[config.mk]
export PLATFORM = sky130hd
export DESIGN_NAME = parking_gate_controller
export DESIGN_NICKNAME = d
export VERILOG_FILES = /design/src/rtl/parking_gate_controller.sv
export SDC_FILE = /design/constraint.sdc
export NUM_CORES = 1
export LEC_CHECK = 0
export ABC_CLOCK_PERIOD_IN_PS = 10100
export BUFFER_PORTS_ARGS = -buffer_cell sky130_fd_sc_hd__buf_2
export CELL_PAD_IN_SITES_DETAIL_PLACEMENT = 1
export CELL_PAD_IN_SITES_GLOBAL_PLACEMENT = 1
export CORE_MARGIN = 3
export CORE_UTILIZATION = 45
export CTS_BUF_LIST = sky130_fd_sc_hd__clkbuf_2
export CTS_CLUSTER_SIZE = 20
export DETAILED_ROUTE_END_ITERATION = 10
export HOLD_SLACK_MARGIN = 0.03
export PLACE_DENSITY_LB_ADDON = 0.05
export SLEW_MARGIN = 20
export SYNTH_ARGS = -nofsm -noshare
export SYNTH_HDL_FRONTEND = slang
export SYNTH_SLANG_ARGS = --single-unit
[constraint.sdc]
create_clock -name clk -period 10.1 [get_ports clk]
set_clock_uncertainty 0.05 [all_clocks]
set_input_delay 1.01 -clock clk [delete_from_list [all_inputs] [get_ports clk]]
set_output_delay 1.01 -clock clk [all_outputs]
set_load 0.01 [all_outputs]
[src/rtl/parking_gate_controller.sv]
// Eight-slot parking gate controller: arbitrates entry/exit requests, tracks slot
// occupancy and holds the barrier open for GATE_CYCLES cycles per granted car.
module parking_gate_controller #(
    parameter int GATE_CYCLES = 4
) (
    input  logic       clk,
    input  logic       rst,
    input  logic       entry_req,
    input  logic       exit_req,
    input  logic [2:0] exit_slot,
    output logic [7:0] occupancy,
    output logic [3:0] parked_count,
    output logic [3:0] empty_count,
    output logic       full,
    output logic       entry_grant,
    output logic       exit_grant,
    output logic [2:0] grant_slot,
    output logic       gate_open,
    output logic       deny
);

    typedef enum logic [1:0] {IDLE, ENTRY_OPEN, EXIT_OPEN} state_t;

    state_t     state_q, state_d;
    logic [3:0] timer_q, timer_d;
    logic [7:0] occ_q, occ_d;
    logic       last_exit_q, last_exit_d;   // 1: last served request was an exit
    logic [2:0] slot_q, slot_d;
    logic       gate_q, gate_d;
    logic       eg_q, eg_d;
    logic       xg_q, xg_d;
    logic       deny_q, deny_d;

    logic [2:0] free_idx;
    logic [3:0] cnt;
    logic       serve_exit;

    always_comb begin
        free_idx = '0;
        for (int i = 7; i >= 0; i--)
            if (!occ_q[i]) free_idx = 3'(i);
    end

    always_comb begin
        cnt = '0;
        for (int i = 0; i < 8; i++)
            cnt = cnt + {3'b000, occ_q[i]};
    end

    // On a tie, alternate away from whichever type was served last
    assign serve_exit = exit_req && (!entry_req || !last_exit_q);

    always_comb begin
        state_d     = state_q;
        timer_d     = timer_q;
        occ_d       = occ_q;
        last_exit_d = last_exit_q;
        slot_d      = slot_q;
        gate_d      = gate_q;
        eg_d        = 1'b0;
        xg_d        = 1'b0;
        deny_d      = 1'b0;
        case (state_q)
            IDLE: begin
                gate_d = 1'b0;
                if (serve_exit) begin
                    last_exit_d = 1'b1;
                    if (occ_q[exit_slot]) begin
                        occ_d[exit_slot] = 1'b0;
                        state_d          = EXIT_OPEN;
                        slot_d           = exit_slot;
                        xg_d             = 1'b1;
                        gate_d           = 1'b1;
                        timer_d          = 4'(GATE_CYCLES - 1);
                    end else begin
                        deny_d = 1'b1;
                    end
                end else if (entry_req) begin
                    last_exit_d = 1'b0;
                    if (&occ_q) begin
                        deny_d = 1'b1;
                    end else begin
                        occ_d[free_idx] = 1'b1;
                        state_d         = ENTRY_OPEN;
                        slot_d          = free_idx;
                        eg_d            = 1'b1;
                        gate_d          = 1'b1;
                        timer_d         = 4'(GATE_CYCLES - 1);
                    end
                end
            end
            ENTRY_OPEN, EXIT_OPEN: begin
                if (timer_q == 4'd0) begin
                    state_d = IDLE;
                    gate_d  = 1'b0;
                end else begin
                    timer_d = timer_q - 4'd1;
                end
            end
            default: begin
                state_d = IDLE;
                gate_d  = 1'b0;
            end
        endcase
    end

    always_ff @(posedge clk) begin
        if (rst) begin
            state_q     <= IDLE;
            timer_q     <= '0;
            occ_q       <= '0;
            last_exit_q <= 1'b0;
            slot_q      <= '0;
            gate_q      <= 1'b0;
            eg_q        <= 1'b0;
            xg_q        <= 1'b0;
            deny_q      <= 1'b0;
        end else begin
            state_q     <= state_d;
            timer_q     <= timer_d;
            occ_q       <= occ_d;
            last_exit_q <= last_exit_d;
            slot_q      <= slot_d;
            gate_q      <= gate_d;
            eg_q        <= eg_d;
            xg_q        <= xg_d;
            deny_q      <= deny_d;
        end
    end

    assign occupancy    = occ_q;
    assign parked_count = cnt;
    assign empty_count  = 4'd8 - cnt;
    assign full         = &occ_q;
    assign entry_grant  = eg_q;
    assign exit_grant   = xg_q;
    assign grant_slot   = slot_q;
    assign gate_open    = gate_q;
    assign deny         = deny_q;

endmodule

# Word-level counts from Yosys, hierarchy flattened
# Cells that the tools add are included.
# classes
n_eq_ne	9
n_bitwise	5
addsub	9
n_mux	46
magnitude_cmp	4
n_reduce_logical	19
# ops
operator	count
$mux W3	12
$mux W8	4
$mux W4	5
$add A4 B1 Y4	4
$mux W1	14
$mux W2	5
$ne A3 B3 Y1 const B	3
$and A8 B8 Y8	1
$lt A3 B4 Y1 const B	2
$not A8 Y8	1
$or A8 B8 Y8	1
$pmux W4 S2	1
$reduce_and A4 Y1	2
$reduce_and A8 Y1	1
$demux W1 S3	2
$ge A3 B1 Y1 const B	2
$reduce_or A3 Y1	2
$reduce_and A5 Y1	1
$add A3 B1 Y4	1
$logic_not A4 Y1	1
$ne A2 B1 Y1 const B	2
$ne A2 B2 Y1 const B	2
$pmux W2 S2	1
$reduce_bool A2 Y1	2
other kinds (15)	20
# totals
regBits	22
elab_cells	101
input_bits	7

# Logic depth before layout (Yosys ltp)
# Gate-level depths: netlist of the first run.
# depth
word_depth	16
ltp_mapped	11
mapped_depth_nobuf	11

# Worst setup path after synthesis of the first run
# OpenSTA, ideal clock, no wires.
# synth_path
path_type	register to output
from	register occ_q[0], in the netlist occupancy[0]
to	output port empty_count[3]
arrival_time_ns	3.346
slack_ns	5.694
n_path_buf	0
t_required_ns	9.040
stages_incl_launch_ff	12
path_cell_list	dfxtp_1 > inv_1 > fa_1 > fa_1 > fa_1 > inv_1 > ha_1 > inv_1 > fa_1 > xnor2_1 > nor3_1 > xor2_1
# synth_via
elab_chain_cells	8
# synth_rtl
element	line	source
start, declared	26	logic [7:0] occ_q, occ_d;
start signal, assigned	111	occ_q <= '0;
start signal, assigned	121	occ_q <= occ_d;
$add A1 B1 Y2	47	cnt = cnt + {3'b000, occ_q[i]};
$add A2 B1 Y3	47	
$add A3 B1 Y4	47	
$add A4 B1 Y4 (4 in a row)	47	
net parked_count[2]	12	output logic [3:0] parked_count,
$sub A4 B4 Y4	133	assign empty_count = 4'd8 - cnt;
end, declared	13	output logic [3:0] empty_count,
# The timed path passes the listed nets, and every way through them passes these cells.

# Final worst setup path of the first run
# layout_path
from	register occ_q[1], in the netlist occupancy[1]
to	output port empty_count[3]
# layout_via
elab_chain_cells	8
# layout_rtl
element	line
$add A1 B1 Y2	47
$add A2 B1 Y3	47
$add A3 B1 Y4	47
$add A4 B1 Y4 (4 in a row)	47
$sub A4 B4 Y4	133
# No other way between the ends.

==> results of run 1 <==
cell usage in the layout (no fill, tap or decap), types with 2 or more instances in the layout:
cell	count
sky130_fd_sc_hd__o31ai_1	3
sky130_fd_sc_hd__inv_1	26
sky130_fd_sc_hd__and2_1	4
sky130_fd_sc_hd__nor3_1	3
sky130_fd_sc_hd__ha_1	9
sky130_fd_sc_hd__nand2_1	15
sky130_fd_sc_hd__a311oi_1	3
sky130_fd_sc_hd__nand4_1	3
sky130_fd_sc_hd__nor2b_1	3
sky130_fd_sc_hd__a22oi_1	2
sky130_fd_sc_hd__xnor2_1	2
sky130_fd_sc_hd__mux2i_1	3
sky130_fd_sc_hd__a21oi_1	13
sky130_fd_sc_hd__buf_2	30
sky130_fd_sc_hd__nand3_1	6
sky130_fd_sc_hd__nor2_1	12
sky130_fd_sc_hd__clkbuf_2	3
sky130_fd_sc_hd__fa_1	4
sky130_fd_sc_hd__dfxtp_1	22
sky130_fd_sc_hd__nor4_1	3
sky130_fd_sc_hd__o32ai_1	2
sky130_fd_sc_hd__a221oi_2	2
sky130_fd_sc_hd__o21ai_0	8
sky130_fd_sc_hd__a221oi_1	2
sky130_fd_sc_hd__o2111ai_1	2
sequential cells by signal (all words and copies together) (netlist names):
| name | flops |
|---|---|
| exit_grant | 1 |
| state_q | 2 |
| entry_grant | 1 |
| last_exit_q | 1 |
| deny | 1 |
| occupancy | 8 |
| grant_slot | 3 |
| timer_q | 4 |
| gate_open | 1 |
worst reg2reg max path: stages (launching register included):
cell	delay, ps
sky130_fd_sc_hd__dfxtp_1	360
sky130_fd_sc_hd__inv_1	70
sky130_fd_sc_hd__ha_1	240
sky130_fd_sc_hd__o21ai_2	120
sky130_fd_sc_hd__a311oi_1	260
sky130_fd_sc_hd__nand3_1	410
sky130_fd_sc_hd__and2_1	410
sky130_fd_sc_hd__o31ai_1	270
layout make-up:
cell class,count,area share
Multi-Input combinational cell,127,0.5412
Clock buffer,3,0.008740
Tap cell,44,0.03205
Clock inverter,1,0.01748
Timing Repair Buffer,30,0.08740
Inverter,26,0.05681
Sequential cell,22,0.2564
path summary, 6_finish.rpt:
| kind | start | end | slack (ps) |
|---|---|---|---|
| worst min-delay path | grant_slot[0] | grant_slot[0] | 430 |
| worst max register to register | state_q[0] | occupancy[7] | 7840 |
| worst min register to register | grant_slot[0] | grant_slot[0] | 430 |
| worst max-delay path | occupancy[1] | empty_count[3] | 5160 |
cell families after synthesis:
group           count (synthesis)  synth area share
compound gates                 54            0.2766
xor+xnor                        3           0.01745
simple gates                   54            0.1753
fa+ha+maj                      13            0.1279
flops                          22            0.2924
buf+inv                        33           0.09052
mux                             3           0.01993
layer usage:
layer,up-vias,GRT usage
li1,704,-
met3,9,0.03515
met1,712,0.3058
met4,0,0.07817
met5,-,0
met2,58,0.3626
power groups by stage:
stage	clock network (mW)	logic [mW]	registers, mW
finish	0.0653	0.0842	0.101
global route	0.0688	0.0951	0.103
CTS	0.0657	0.0849	0.101
detailed placement	0	0.0845	0.103
global placement	0	0.0813	0.102
floorplan	0	0.0595	0.103
metrics by stage:
step | power [mW] | cells
final | 0.2502 | 253
after global routing | 0.2665 | 253
after CTS | 0.2514 | 253
after detailed placement | 0.1871 | 249
after global placement | 0.1829 | 249
after floorplan | 0.1626 | 182
==> results_dict.tcl, run 1 <==
set metrics [dict create \
    run_status "completed" \
    cts-buffers-inserted 3 \
    final_hold_viol_count 0 \
    critical_path_class "reg -> out" \
    finalWirelength_um 4156 \
    max-cap-violations 0 \
    drc_errors 0 \
    antennaDiodeCount 0 \
    floorplan.io_pins 31 \
    grt.total_usage 0.2258 \
    grt_pass1_wl_um 7327 \
    slew-limit-headroom 0.6629 \
    gates_resized_cts_repair 0 \
    final_setup_viols 0 \
    via_per_inst 5.862 \
    design.die.area_mm2 0.004078 \
    area_growth_syn_to_layout_pct 14.04 \
    insertion_delay_ps 360 \
    synth_area_per_cell_um2 8.277 \
    dp_worst_setup_slack_ps 5572 \
    timing.reg2reg.worst_path_depth 7 \
    worstPathRequired_ps 9040 \
    max-clock-path-buffers 2 \
    design.core.area_mm2 0.003128 \
    timing.critical_path.slowest_cell_delay_ps 560 \
    cts-htree-levels 1 \
    netsw_uw 89.61 \
    combPwrFrac 0.336 \
    cellLeakagePower_nw 0.7587 \
    crit_path_cell_trace "inv_1 > fa_1 > fa_1 > fa_1 > inv_1 > ha_1 > inv_1 > fa_1 > inv_1 > nor3_1 > xor2_1 > buf_2" \
    die_h_um 63.86 \
    postSynth.topFlopCell "sky130_fd_sc_hd__dfxtp_1" \
    timing.hold.worst_path_depth 2 \
    ctsHoldBuffers 0 \
    synth_top_cell_area_share 0.2924 \
    placedInstanceArea_mm2 0.001673 \
    via_count_of_the_first_global_routing_pass 1508 \
    drtAntennaViolNets 0 \
    clk_pin_slew_worst_paths_ps 240 \
    routedLengthMet1_um 1976 \
    buffer_cell_driving_the_clock_tree_root "sky130_fd_sc_hd__clkbuf_2" \
    start_util 0.4816 \
    endpoint_kind "output pin" \
    main_area_contributors_after_synthesis "sky130_fd_sc_hd__dfxtp_1 29%, sky130_fd_sc_hd__ha_1 7.5%, sky130_fd_sc_hd__inv_1 6.5%" \
    power.density_mw_per_mm2 145.6 \
    worst-path-max-fanout 8 \
    ys_async_sr_fraction 0 \
    p_clk_frac 0.261 \
    num-nets-final 230 \
    synth_most_common_cell "sky130_fd_sc_hd__inv_1" \
    antenna_found_initial 0 \
    dpl.hpwl_um 3263 \
    fin_setup_tns_ps 0 \
    cts_tree "built" \
    proportion_of_synthesized_chip_area_in_sequential_cells 0.2924 \
    crit_slowest_cell "sky130_fd_sc_hd__fa_1" \
    detailroute.wirelength.met2_um 1796 \
    timing.final.ws_setup_ps 5155 \
    finalWorstPathRequiredPeriod_ps 4945 \
    gp_routability_congestion 0.8633 \
    postSynthNetCount 202 \
    dr.max_layer_used "met4" \
    design_area_final_mm2 0.001718 \
    buffer_ports.inserted 30 \
    worst_path_dominant_cell_family "adder cells" \
    core.rowCount 20 \
    area.sequential_um2 440.4 \
    detail_route.first_pass.iterations 4 \
    detailroute.wirelength.met3_um 306 \
    p_int_uw 160.6 \
    grt_setup_unrepaired "no" \
    largest_net_degree_at_the_start_of_global_routing 21 \
    cts.sink_count 22 \
    post_synth_edffs 0 \
    sum_of_buffers_and_inverters_on_the_critical_path 5 \
    post_cts.repair.setup_buffers 0 \
    clock.fmax_ghz 0.2022 \
    count_of_final_max_slew_check_failures 0 \
    layout.filler_cells 397 \
    ys.warnings.count 0 \
    worst_ep_arrival_time_ps 3880 \
    post_synth_inst_count 182 \
    ys_seq_elements 22 \
    mappedNetlistArea_mm2 0.001506 \
    irDropWorstVdd_uv 66.87 \
    synth.largest_area_cell "sky130_fd_sc_hd__dfxtp_1" \
    holdWs_ps 431.1 \
    synth_cell_types 50 \
    synth.top_cells.by_count "26 x sky130_fd_sc_hd__inv_1, 22 x sky130_fd_sc_hd__dfxtp_1, 15 x sky130_fd_sc_hd__nand2_1" \
    timing_worst_slew_pin_value_ps 504.3 \
    multi_input_comb_area_um2 929.6 \
    dieWidth_um 63.86 \
    post_route_cells_drive_above_1_share 0.2057 \
    min_period_over_period 0.4896 \
    power.switching_fraction 0.3582 \
    drt-wirelength-per-cell_um 16.43 \
    p_seq_frac 0.403 \
    gr-total-overflow 0 \
    critical_path_cell_count 12 \
    timing.hold.worst.class "reg -> reg" \
    detailroute.via_count 1483 \
    dr.first_iter.drc_count 71 \
    finish.utilization 0.5492 \
    startpoint_type "flop" \
]
No activity file was read; power rests on OpenSTA's default activity.
==> run 2: changes to the inputs <==
ABC_CLOCK_PERIOD_IN_PS = 5050   (was 10100)
CORE_UTILIZATION = 42   (was 45)
clock period = 5.05 ns   (was 10.1 ns; I/O delays follow)
==> results_dict.tcl, run 2 (synthesized netlist as in run 1, its figures left out) <==
set metrics [dict create \
    run_status "completed" \
    slew-limit-headroom 0.6539 \
    power.switching_fraction 0.3590 \
    final_cell_mix "30 x sky130_fd_sc_hd__buf_2, 26 x sky130_fd_sc_hd__inv_1, 22 x sky130_fd_sc_hd__dfxtp_1" \
    final_hold_viol_count 0 \
    die_h_um 65.89 \
    design.die.area_mm2 0.004341 \
    final_setup_viols 0 \
    drc_errors 0 \
    cts-htree-levels 1 \
    dr.first_iter.drc_count 74 \
    count_of_final_max_slew_check_failures 0 \
    cellLeakagePower_nw 0.7587 \
    p_seq_frac 0.403 \
    design.core.area_mm2 0.003390 \
    critical_path_class "reg -> out" \
    irDropWorstVdd_uv 147.1 \
    buffer_ports.inserted 30 \
    largest_register_ff_count 8 \
    detailroute.via_count 1466 \
    timing_worst_slew_pin_value_ps 517.7 \
    clock.fmax_ghz 0.2236 \
    core.rowCount 21 \
    p_clk_frac 0.255 \
    start_util 0.4444 \
    drtAntennaViolNets 0 \
    detail_route.first_pass.iterations 4 \
    finalWirelength_um 4383 \
    dieWidth_um 65.89 \
    cts-buffers-inserted 3 \
    via_per_inst 5.749 \
    endpoint_kind "output pin" \
    mostFrequentLayoutCell "sky130_fd_sc_hd__buf_2" \
    min_period_over_period 0.8855 \
    max-clock-path-buffers 2 \
    largest_net_degree_at_the_start_of_global_routing 21 \
    combPwrFrac 0.341 \
    num-nets-final 230 \
    grt_pass1_wl_um 7327 \
    cts.sink_count 22 \
    finish.utilization 0.5076 \
    netsw_uw 179.8 \
    finalWorstPathRequiredPeriod_ps 4472 \
    antennaDiodeCount 0 \
    dpl.hpwl_um 3452 \
    insertion_delay_ps 330 \
    gr-total-overflow 0 \
    grt.total_usage 0.2191 \
    clk_pin_slew_worst_paths_ps 240 \
    max-cap-violations 0 \
    worst-path-max-fanout 8 \
    area_growth_syn_to_layout_pct 14.20 \
    via_count_of_the_first_global_routing_pass 1537 \
    floorplan.io_pins 31 \
    post_cts.repair.setup_buffers 0 \
    p_int_uw 321.0 \
    grt_setup_unrepaired "no" \
    timing.hold.worst.class "in -> reg" \
    startpoint_type "flop" \
    antenna_found_initial 0 \
    cts_tree "built" \
    post_route_cells_drive_above_1_share 0.2057 \
    worst_ep_arrival_time_ps 3920 \
    gp_routability_congestion 0.8949 \
    ctsHoldBuffers 0 \
    drt-wirelength-per-cell_um 17.19 \
    fin_setup_tns_ps 0 \
    worstPathRequired_ps 4490 \
    power.density_mw_per_mm2 291.1 \
    buffer_cell_driving_the_clock_tree_root "sky130_fd_sc_hd__clkbuf_2" \
    gates_resized_cts_repair 0 \
]
run 2: cell counts in the layout (fill, tap and decap cells not counted):
No cell type changed its count.
run 2: per-stage QoR:
| stage | setup slack [ps] | total power, mW | cell area [µm²] | std cells | hold WS [ps] |
|---|---|---|---|---|---|
| floorplan | 1149 | 0.3253 | 1506 | 182 | 399.6 |
| global placement | 1144 | 0.3663 | 1675 | 251 | 411.8 |
| detailed placement | 997.4 | 0.3772 | 1675 | 251 | 423.4 |
| CTS | 556.4 | 0.5051 | 1720 | 255 | 395.6 |
| global route | 239.6 | 0.5398 | 1720 | 255 | 357.9 |
| finish | 578.0 | 0.5008 | 1720 | 255 | 405.6 |
run 2: final timing paths:
check                                   from        endpoint  slack (ps)  cells after the start
worst max-delay path            occupancy[1]  empty_count[3]         580                     12
worst min-delay path               entry_req     last_exit_q         410                      2
worst max register to register    state_q[0]   grant_slot[0]        2760                      7
worst min register to register    timer_q[3]      timer_q[3]         450                      2
run 2: routing by layer:
metal / vias to the layer above / share of wire / track usage
li1: 704 / - / -
met1: 727 / 0.47 / 0.2975
met2: 33 / 0.47 / 0.3579
met3: 2 / 0.048 / 0.03401
met4: 0 / 0.0052 / 0.05959
met5: - / 0 / 0
run 2: layout make-up:
| cell class | count | area [µm²] |
|---|---|---|
| clock buffer | 3 | 15.01 |
| clock inverter | 1 | 30.03 |
| fill | 435 | 1669 |
| inverter | 26 | 97.59 |
| multi-input combinational | 127 | 929.6 |
| sequential | 22 | 440.4 |
| tap | 46 | 57.56 |
| timing repair buffer | 30 | 150.1 |
run 2: power by group through the flow:
| stage | clock (mW) | sequential (mW) | combinational, mW |
|---|---|---|---|
| after floorplan | 0 | 0.206 | 0.119 |
| after global placement | 0 | 0.204 | 0.163 |
| after detailed placement | 0 | 0.206 | 0.172 |
| after CTS | 0.130 | 0.202 | 0.173 |
| after global routing | 0.141 | 0.204 | 0.194 |
| final | 0.128 | 0.202 | 0.171 |
run 2: critical path: stages (launching register included):
cell and delay (ps):
sky130_fd_sc_hd__dfxtp_1 530, sky130_fd_sc_hd__inv_1 170, sky130_fd_sc_hd__fa_1 490, sky130_fd_sc_hd__fa_1 510, sky130_fd_sc_hd__fa_1 420, sky130_fd_sc_hd__inv_1 70, sky130_fd_sc_hd__ha_1 160, sky130_fd_sc_hd__inv_1 60
sky130_fd_sc_hd__fa_1 570, sky130_fd_sc_hd__inv_1 60, sky130_fd_sc_hd__nor3_1 240, sky130_fd_sc_hd__xor2_1 160, sky130_fd_sc_hd__buf_2 150
==> run 3: changes to the inputs <==
ABC_CLOCK_PERIOD_IN_PS = 4200   (was 5050)
clock period = 4.2 ns   (was 5.05 ns; I/O delays follow)
==> results_dict.tcl, run 3 (synthesized netlist as in run 1, its figures left out) <==
set metrics [dict create \
    timing_worst_slew_pin_value_ps 537.4 \
    detailroute.via_count 1532 \
    post_route_cells_drive_above_1_share 0.2791 \
    timing.hold.worst.class "in -> reg" \
    dpl.hpwl_um 3461 \
    p_seq_frac 0.384 \
    cts.sink_count 22 \
    cts-htree-levels 1 \
    dr.first_iter.drc_count 64 \
    endpoint_kind "output pin" \
    clk_pin_slew_worst_paths_ps 230 \
    netsw_uw 225.2 \
    antennaDiodeCount 0 \
    area_growth_syn_to_layout_pct 20.76 \
    final_hold_viol_count 0 \
    antenna_found_initial 0 \
    start_util 0.4444 \
    core.rowCount 21 \
    critical_path_class "reg -> out" \
    mostFrequentLayoutCell "sky130_fd_sc_hd__buf_2" \
    design.core.area_mm2 0.003390 \
    cts-buffers-inserted 3 \
    max-cap-violations 0 \
    dp_worst_setup_slack_ps 213.3 \
    detail_route.first_pass.iterations 4 \
    gr-total-overflow 0 \
    via_count_of_the_first_global_routing_pass 1536 \
    drc_errors 0 \
    insertion_delay_ps 330 \
    clock.fmax_ghz 0.2401 \
    combPwrFrac 0.372 \
    cts_tree "built" \
    final_cell_mix "30 x sky130_fd_sc_hd__buf_2, 23 x sky130_fd_sc_hd__inv_1, 19 x sky130_fd_sc_hd__dfxtp_1" \
    final_setup_viols 0 \
    buffer_ports.inserted 30 \
    min_period_over_period 0.9917 \
    largest_net_degree_at_the_start_of_global_routing 21 \
    finalWorstPathRequiredPeriod_ps 4165 \
    num-nets-final 236 \
    max-clock-path-buffers 2 \
    finish.utilization 0.5367 \
    power.density_mw_per_mm2 344.6 \
    p_int_uw 401.8 \
    timing.hold.worst_path_depth 2 \
    die_h_um 65.89 \
    slew-limit-headroom 0.6407 \
    drtAntennaViolNets 0 \
    cellLeakagePower_nw 0.7998 \
    gp_routability_congestion 0.8949 \
    p_clk_frac 0.244 \
    drt-wirelength-per-cell_um 18.16 \
    run_status "completed" \
    finalWirelength_um 4741 \
    grt_pass1_wl_um 7493 \
    floorplan.io_pins 31 \
    startpoint_type "flop" \
    largest_register_ff_count 8 \
    ctsHoldBuffers 0 \
    timing.reg2reg.worst_path_depth 7 \
    count_of_final_max_slew_check_failures 0 \
    worstPathRequired_ps 3730 \
    buffer_cell_driving_the_clock_tree_root "sky130_fd_sc_hd__clkbuf_2" \
    dieWidth_um 65.89 \
    design.die.area_mm2 0.004341 \
    irDropWorstVdd_uv 162.2 \
    via_per_inst 5.870 \
    timing.final.ws_setup_ps 34.80 \
    worst_ep_arrival_time_ps 3700 \
    grt.total_usage 0.2219 \
    worst-path-max-fanout 4 \
    power.switching_fraction 0.3591 \
    grt_setup_unrepaired "yes" \
]
## run 3: cell count changes in the layout (fill, tap and decap cells not counted), moves of 3 or more
cell | previous run | this run
sky130_fd_sc_hd__inv_1 | 26 | 23
sky130_fd_sc_hd__dfxtp_1 | 22 | 19
sky130_fd_sc_hd__dfxtp_4 | 0 | 3
sky130_fd_sc_hd__buf_4 | 0 | 6
## run 3: cell type report
cell class                      instances  area [µm²]
Clock inverter                          1       30.03
Timing Repair Buffer                   36       195.2
Inverter                               26       105.1
Fill cell                             430        1570
Sequential cell                        22       451.7
Multi-Input combinational cell        127       964.7
Tap cell                               46       57.56
Clock buffer                            3       15.01
## run 3: path summary, 6_finish.rpt
path / start / endpoint / slack [ps]
worst max-delay path: occupancy[0] / empty_count[2] / 30
worst max register to register: occupancy[0] / occupancy[7] / 1830
worst min-delay path: entry_req / last_exit_q / 320
worst min register to register: grant_slot[0] / grant_slot[0] / 440
## run 3: stage by stage
step / hold slack (ps) / total power [mW] / instances / instance area (µm²) / setup TNS, ps
6_report: 318.4 / 0.6269 / 261 / 1819 / 0
5_1_grt: 281.3 / 0.6722 / 261 / 1819 / -489.8
4_1_cts: 301.8 / 0.6129 / 257 / 1749 / 0
3_5_place_dp: 422.5 / 0.4541 / 251 / 1675 / 0
3_3_place_gp: 411.8 / 0.4404 / 251 / 1675 / 0
2_1_floorplan: 399.6 / 0.3911 / 182 / 1506 / 0
## run 3: critical path: stages (launching register included)
cell and delay [ps]:
sky130_fd_sc_hd__dfxtp_4 420, sky130_fd_sc_hd__clkinvlp_4 120, sky130_fd_sc_hd__fa_1 560, sky130_fd_sc_hd__fa_1 430, sky130_fd_sc_hd__fa_1 440, sky130_fd_sc_hd__inv_1 70, sky130_fd_sc_hd__ha_2 190, sky130_fd_sc_hd__inv_2 40
sky130_fd_sc_hd__fa_1 480, sky130_fd_sc_hd__buf_4 170, sky130_fd_sc_hd__ha_4 160, sky130_fd_sc_hd__xnor2_2 140, sky130_fd_sc_hd__buf_2 150
## run 3: power by group through the flow
stage / Sequential, mW / Combinational (mW) / Clock [mW]
5_1_grt: 0.243 / 0.262 / 0.168
3_5_place_dp: 0.247 / 0.207 / 0
2_1_floorplan: 0.248 / 0.143 / 0
3_3_place_gp: 0.245 / 0.196 / 0
6_report: 0.241 / 0.233 / 0.153
4_1_cts: 0.239 / 0.217 / 0.156
## run 3: per-layer routing
metal | vias up | track usage | part of all wire
li1 | 716 | - | -
met1 | 757 | 0.3006 | 0.45
met2 | 57 | 0.3792 | 0.49
met3 | 2 | 0.02721 | 0.059
met4 | 0 | 0.03886 | 0.0049
met5 | - | 0 | 0
## run 3: repair_timing
item	in CTS	in global routing
buffers inserted	2	4
pin swaps	0	3
endpoints found under the setup margin	2	4
resized for setup	6	9
